$ cat src/rtl/instr_mem_loader.sv
`default_nettype none
// ============================================================================
// Module      : instr_mem_loader
// Description : Instruction-memory load writer. Writes a received byte
//               stream to consecutive byte addresses, assembles big-endian
//               words, and ends the load on a word-aligned HALT instruction
//               or when the last memory address has been written.
// Revision    : 1.0 - initial release
// ============================================================================
module instr_mem_loader #(
    parameter int                    DATA_SIZE  = 8,
    parameter int                    ADDR_SIZE  = 8,
    parameter int                    INST_SIZE  = 32,
    parameter logic [INST_SIZE-1:0]  HALT_INSTR = 32'hFFFFFFFF
) (
    input  logic                   i_clock,
    input  logic                   i_reset,
    input  logic                   i_start,
    input  logic [DATA_SIZE-1:0]   i_rx_data,
    input  logic                   i_rx_done,
    output logic                   o_write_en,
    output logic                   o_instrmem_en,
    output logic [DATA_SIZE-1:0]   o_write_data,
    output logic [ADDR_SIZE-1:0]   o_write_addr,
    output logic [ADDR_SIZE-2:0]   o_instr_count,
    output logic                   o_busy,
    output logic                   o_done,
    output logic                   o_full
);

    localparam logic [1:0] IDLE = 2'd0;
    localparam logic [1:0] LOAD = 2'd1;
    localparam logic [1:0] DONE = 2'd2;

    localparam logic [ADDR_SIZE-1:0] LAST_ADDR = {ADDR_SIZE{1'b1}};

    logic [1:0]             state;
    logic [ADDR_SIZE-1:0]   addr;
    logic [1:0]             byte_cnt;
    logic [INST_SIZE-1:0]   word;
    // Set together with the final write; the load closes one cycle later
    // so the final write pulse is still seen while busy.
    logic                   stop;
    logic                   write_en;
    logic [DATA_SIZE-1:0]   write_data;
    logic [ADDR_SIZE-1:0]   write_addr;
    logic [ADDR_SIZE-2:0]   instr_count;
    logic                   full;

    logic [INST_SIZE-1:0]   next_word;
    logic                   halt_hit;
    logic                   last_byte;

    assign next_word = {word[INST_SIZE-DATA_SIZE-1:0], i_rx_data};
    assign last_byte = (byte_cnt == 2'd3);
    assign halt_hit  = last_byte && (next_word == HALT_INSTR);

    // Load sequencer: byte capture, word assembly and termination.
    always_ff @(posedge i_clock) begin
        if (i_reset) begin
            state       <= IDLE;
            addr        <= '0;
            byte_cnt    <= 2'd0;
            word        <= '0;
            stop        <= 1'b0;
            write_en    <= 1'b0;
            write_data  <= '0;
            write_addr  <= '0;
            instr_count <= '0;
            full        <= 1'b0;
        end else begin
            write_en <= 1'b0;
            case (state)
                IDLE, DONE: begin
                    // A byte arriving with the start pulse is discarded.
                    if (i_start) begin
                        state       <= LOAD;
                        addr        <= '0;
                        byte_cnt    <= 2'd0;
                        word        <= '0;
                        stop        <= 1'b0;
                        instr_count <= '0;
                        full        <= 1'b0;
                    end
                end
                LOAD: begin
                    if (stop) begin
                        state <= DONE;
                    end else if (i_rx_done) begin
                        write_en   <= 1'b1;
                        write_data <= i_rx_data;
                        write_addr <= addr;
                        word       <= next_word;
                        byte_cnt   <= byte_cnt + 2'd1;
                        if (last_byte) begin
                            instr_count <= instr_count + (ADDR_SIZE-1)'(1);
                        end
                        // The address saturates at the top so it never
                        // wraps back onto already loaded code.
                        if (addr == LAST_ADDR) begin
                            full <= 1'b1;
                            stop <= 1'b1;
                        end else begin
                            addr <= addr + ADDR_SIZE'(1);
                        end
                        if (halt_hit) begin
                            stop <= 1'b1;
                        end
                    end
                end
                default: state <= IDLE;
            endcase
        end
    end

    assign o_write_en    = write_en;
    assign o_write_data  = write_data;
    assign o_write_addr  = write_addr;
    assign o_instr_count = instr_count;
    assign o_full        = full;
    assign o_busy        = (state == LOAD);
    assign o_instrmem_en = (state == LOAD);
    assign o_done        = (state == DONE);

endmodule
`default_nettype wire

$ cat config.mk
export PLATFORM = sky130hd
export DESIGN_NAME = instr_mem_loader
export DESIGN_NICKNAME = d
export VERILOG_FILES = /design/src/rtl/instr_mem_loader.sv
export SDC_FILE = /design/constraint.sdc
export NUM_CORES = 1
export LEC_CHECK = 0
export CORE_MARGIN = 2
export CORE_UTILIZATION = 44
export CTS_BUF_LIST = sky130_fd_sc_hd__clkbuf_4
export DETAILED_ROUTE_END_ITERATION = 7
export PLACE_DENSITY = 0.66
export SYNTH_ARGS = -nofsm -noshare
export SYNTH_HDL_FRONTEND = slang
export SYNTH_SLANG_ARGS = --single-unit
export TNS_END_PERCENT = 50
$ cat constraint.sdc
create_clock -name i_clock -period 3.8 [get_ports i_clock]
set_input_delay 0.38 -clock i_clock [delete_from_list [all_inputs] [get_ports i_clock]]
set_output_delay 0.38 -clock i_clock [all_outputs]
set_load 0.02 [all_outputs]
Word-level counts from Yosys, hierarchy flattened

Index checks and enable logic that the tools add are counted.

Memories kept: 0
Bits in read-only memories: 0
Bits in writable memories: 0
Latch bits: 0
Bits of input ports: 12
Register bits after elaboration: 62

Mux-type cells: 32
Shift operators: 0
$mul: 0
Reductions and logical operators: 12
Bitwise logic cells: 2
$lt $le $gt $ge: 0
Eq/ne operators: 12
Divide/modulo/power cells: 0
$add $sub $neg: 3

Operator list:

| kind                   | number |
|---|---|
| $mux W24               | 3 |
| $pmux W24 S2           | 1 |
| $eq A32 B32 Y1 const B | 1 |
| $mux W8                | 4 |
| $mux W7                | 4 |
| $pmux W8 S2            | 1 |
| $reduce_and A5 Y1      | 3 |
| $pmux W7 S2            | 1 |
| $mux W2                | 5 |
| $mux W1                | 9 |
| $add A8 B1 Y8 const B  | 1 |
| $eq A8 B8 Y1 const B   | 1 |
| $ne A2 B2 Y1 const B   | 4 |
| $pmux W2 S2            | 2 |
| $add A7 B1 Y7 const B  | 1 |
| $ne A2 B1 Y1 const B   | 3 |
| $eq A2 B2 Y1 const B   | 2 |
| $pmux W1 S2            | 2 |
| $reduce_and A2 Y1      | 2 |
| $reduce_and A4 Y1      | 1 |
| $reduce_and A3 Y1      | 1 |
| $reduce_or A3 Y1       | 1 |
| $add A2 B1 Y2 const B  | 1 |
| $eq A2 B1 Y1 const B   | 1 |
| 5 further kinds        | 6 |

Longest topological paths before layout

Depth in word-level cells: 6
Mapped depth: 5
Gate-level depth less buffers: 5

Worst setup path before layout

Ideal clock, no wire load.

Path type: flip-flop to output port
Start point: reg state[0]
End point: out o_instrmem_en
Cell stages (with the launch flop): 3
Setup slack: 2270 ps
Buffers on the path: 1
Required time: 3420 ps
Arrival time: 1150 ps
Cell sequence: dfxtp_1 > nor2b_1 > buf_4

Word-level cells in the longest chain between the ends: 1

Ends and longest elaborated chain:

| item                     | line | source |
|---|---|---|
| start: declaration       | 37   | `logic [1:0] state;` |
| start signal: assignment | 61   | `state <= IDLE;` |
| start signal: assignment | 77   | `state <= LOAD;` |
| start signal: assignment | 88   | `state <= DONE;` |
| $eq A2 B1 Y1             | n/a  |  |
| end: declaration         | 22   | `output logic o_instrmem_en,` |

No other way between the ends.

Worst setup path in the final report

Start point: reg state[0]
End point: out o_busy

Word-level cells in the longest chain between the ends: 1

Ends and longest elaborated chain:

| item             | line | source |
|---|---|---|
| $eq A2 B1 Y1     | 121  | `assign o_busy = (state == LOAD);` |
| end: declaration | 26   | `output logic o_busy,` |

No other way between the ends.

==> flow_summary.toml <==
[detailed_routing]
num_vias = 2259
highest_layer = "met4"
drtIter0Drc = 149
wl_met1_um = 2748
dr.pass1.iters = 4
drc_errors = 0
routed-wl-met3_um = 264
vias_per_cell = 5.430
wl_um = 5674
wl_per_cell_um = 13.64
dr_wl_met2_um = 2618
ant_nets = 0

[final_layout]
nets = 355
fillers = 541
area_growth_pct = 22.79
antenna_cells = 0
drive_gt1_frac = 0.05814
final_cell_mix = "nand2_1, dfxtp_1, a21oi_1"
finalNonFillerCells = 416
final_common_cell = "nand2_1"

[global_route]
grt_pass1_vias = 2003
grt.total_usage = 0.1973
grt_pass1_wl_um = 9673
grt_antenna_before_repair = 0
grt_overflow = 0
grt_max_degree = 42

[floorplan]
rows = 27
core_area_sq_um = 5473
dieArea_sq_um = 6255
initial_core_util = 0.4534
dieWidth_um = 79.09
die_y_um = 79.09
ios = 40

[timing]
clock_skew_ns = 0.01181
clock.fmax_mhz = 422.1
rsz0062_at_grt = "no"
maxSlewViolCount = 0
maxSlewHeadroom = 0.4161
setup_viol = 0
hold_violations = 0
setup-tns-final_ns = 0
period_needed_ns = 2.369
tightest_slew_ns = 0.8759
fin_crit_sh = 0.6234

[clocking]
path_clk_slew_ns = 0.10
cts_buffer_depth = 2
clk_latency_ns = 0.39
cts_tree = "done"
root_buffer = "clkbuf_4"
postCtsSetupRepairBufs = 0
clock-sinks = 62
cts_resized = 0
cts_hold_buf = 0
htreeDepth = 3
cts_buffers = 9

[placement]
gp_congestion = 0.7730
dp_hpwl_um = 3787
placed_cells = 401
portBuffers = 39

[setup_path]
rr_worst_depth = 3
crit_required_ns = 3.42
crit_arrival_ns = 1.99
r2r_start = "state[0]"
cp-end-kind = "output pin"
worstPathMaxFanout = 7
regToRegSetupSlack_ns = 1.81
r2r_end = "addr[2]"
startpoint_type = "flop"
crit_start = "state[0]"
worstSetupPathType = "flop to output pin"
path_cells = "nor2b_1 -> clkdlybuf4s50_1"
slowest_delay_ns = 0.71
crit_slowest_cell = "clkdlybuf4s50_1"

[pwr]
p_per_area_nw_per_um2 = 412.3
design_power_total_mw = 1.256
ir_drop_mv = 0.3327
leakagePower_nw = 0.9945

[synthesis]
syn-num-nets = 321
netlist.area_leader.share = 0.5003
async_reset_ff_frac = 0
ys_seq_area_frac = 0.5003
syn_inst = 306
yosysUniqueCellTypes = 35
synth_flop_cell = "dfxtp_1"
synth_area_per_cell_sq_um = 8.108
synth_edf_count = 0
synthTopCellsByArea = "dfxtp_1, nand2_1, a21oi_1"
ys_warn_count = 0
synth_seq_cells = 62
synth_top_cell_by_area = "dfxtp_1"
netlist_area_sq_um = 2481

[min_path]
hold_path_class = "flop to flop"
min_delay_worst_endpoint = "o_write_data[5]"
hp-start = "o_write_data[5]"
holdPathStages = 2

[run]
cap_violations = 0

[status]
status = "finished, final reports clean"
cells in the mapped netlist (2+ instances only):
cell	count
o21ai_0	8
buf_2	6
nor4_1	2
nand4_1	10
o31ai_1	2
o211ai_1	2
inv_1	4
nand3_1	24
nand2_1	73
or4_1	2
a21oi_1	54
clkbuf_1	10
dfxtp_1	62
nor2_1	11
and3_1	3
nor2b_1	3
mux2i_1	2
nand2b_1	3
nand3b_1	2
or3_1	5
ha_1	3
buf_1	2
state kept, by name, indices dropped and copies added, names as in the netlist:
register       cells
byte_cnt           2
word              24
addr               8
state              2
stop               1
o_write_en         1
o_write_data       8
o_write_addr       8
o_instr_count      7
o_full             1
worst max-delay path: cells and delay by family, from the launching register on:
kind                   cells  cell delay [ns]
DFF                        1             0.40
and+or+nand+nor            1             0.49
buffers and inverters      1             0.71
final cells by class:
class                   instances  area [sq um]  area share
clock buffers                   9         67.56     0.02218
clock inverters                 6         77.57     0.02546
inverters                       4         15.01    0.004928
multi-input cells             221          1142      0.3750
flip-flops and latches         62          1241      0.4074
well taps                      72         90.09     0.02957
repair buffers                 42         412.9      0.1355
routing by layer:
metal  vias up  track usage
met5         -            0
met1      1072       0.2604
met2        47       0.3042
li1       1136            -
met3         4      0.07159
met4         0      0.05690
where the power goes:
| group | switching, mW | internal (mW) | leakage (nW) |
|---|---|---|---|
| combinational | 0.0674 | 0.0375 | 0.412 |
| clock | 0.224 | 0.257 | 0.0806 |
| sequential | 0.00904 | 0.661 | 0.501 |
logic make-up after synthesis:
logic type      after synthesis  synth area share
xor+xnor                      2          0.007061
buf+inv                      23           0.03934
flops                        62            0.5003
fa+ha+maj                     3           0.01513
simple gates                143            0.2733
compound gates               70            0.1523
mux                           3           0.01261
per-stage QoR:
step	setup slack, ns	hold slack [ns]	instance area [sq um]	utilization
after floorplan	2.270	0.4438	2481	-
after global placement	1.414	0.4424	2902	0.5302
after detailed placement	1.358	0.4453	2902	0.5302
after CTS	1.402	0.4600	3047	0.5567
after global routing	1.307	0.4836	3047	0.5567
final	1.431	0.4580	3047	0.5567
worst max path at each step:
stage                                   to  slack [ns]  cells after the start
after CTS                           o_busy        1.40                      2
after detailed placement  o_instr_count[5]        1.36                      5
after floorplan              o_instrmem_en        2.27                      2
after global placement             addr[6]        1.41                      5
after global routing                o_busy        1.31                      2
final                               o_busy        1.43                      2
Power figures use the tool's default switching activity.
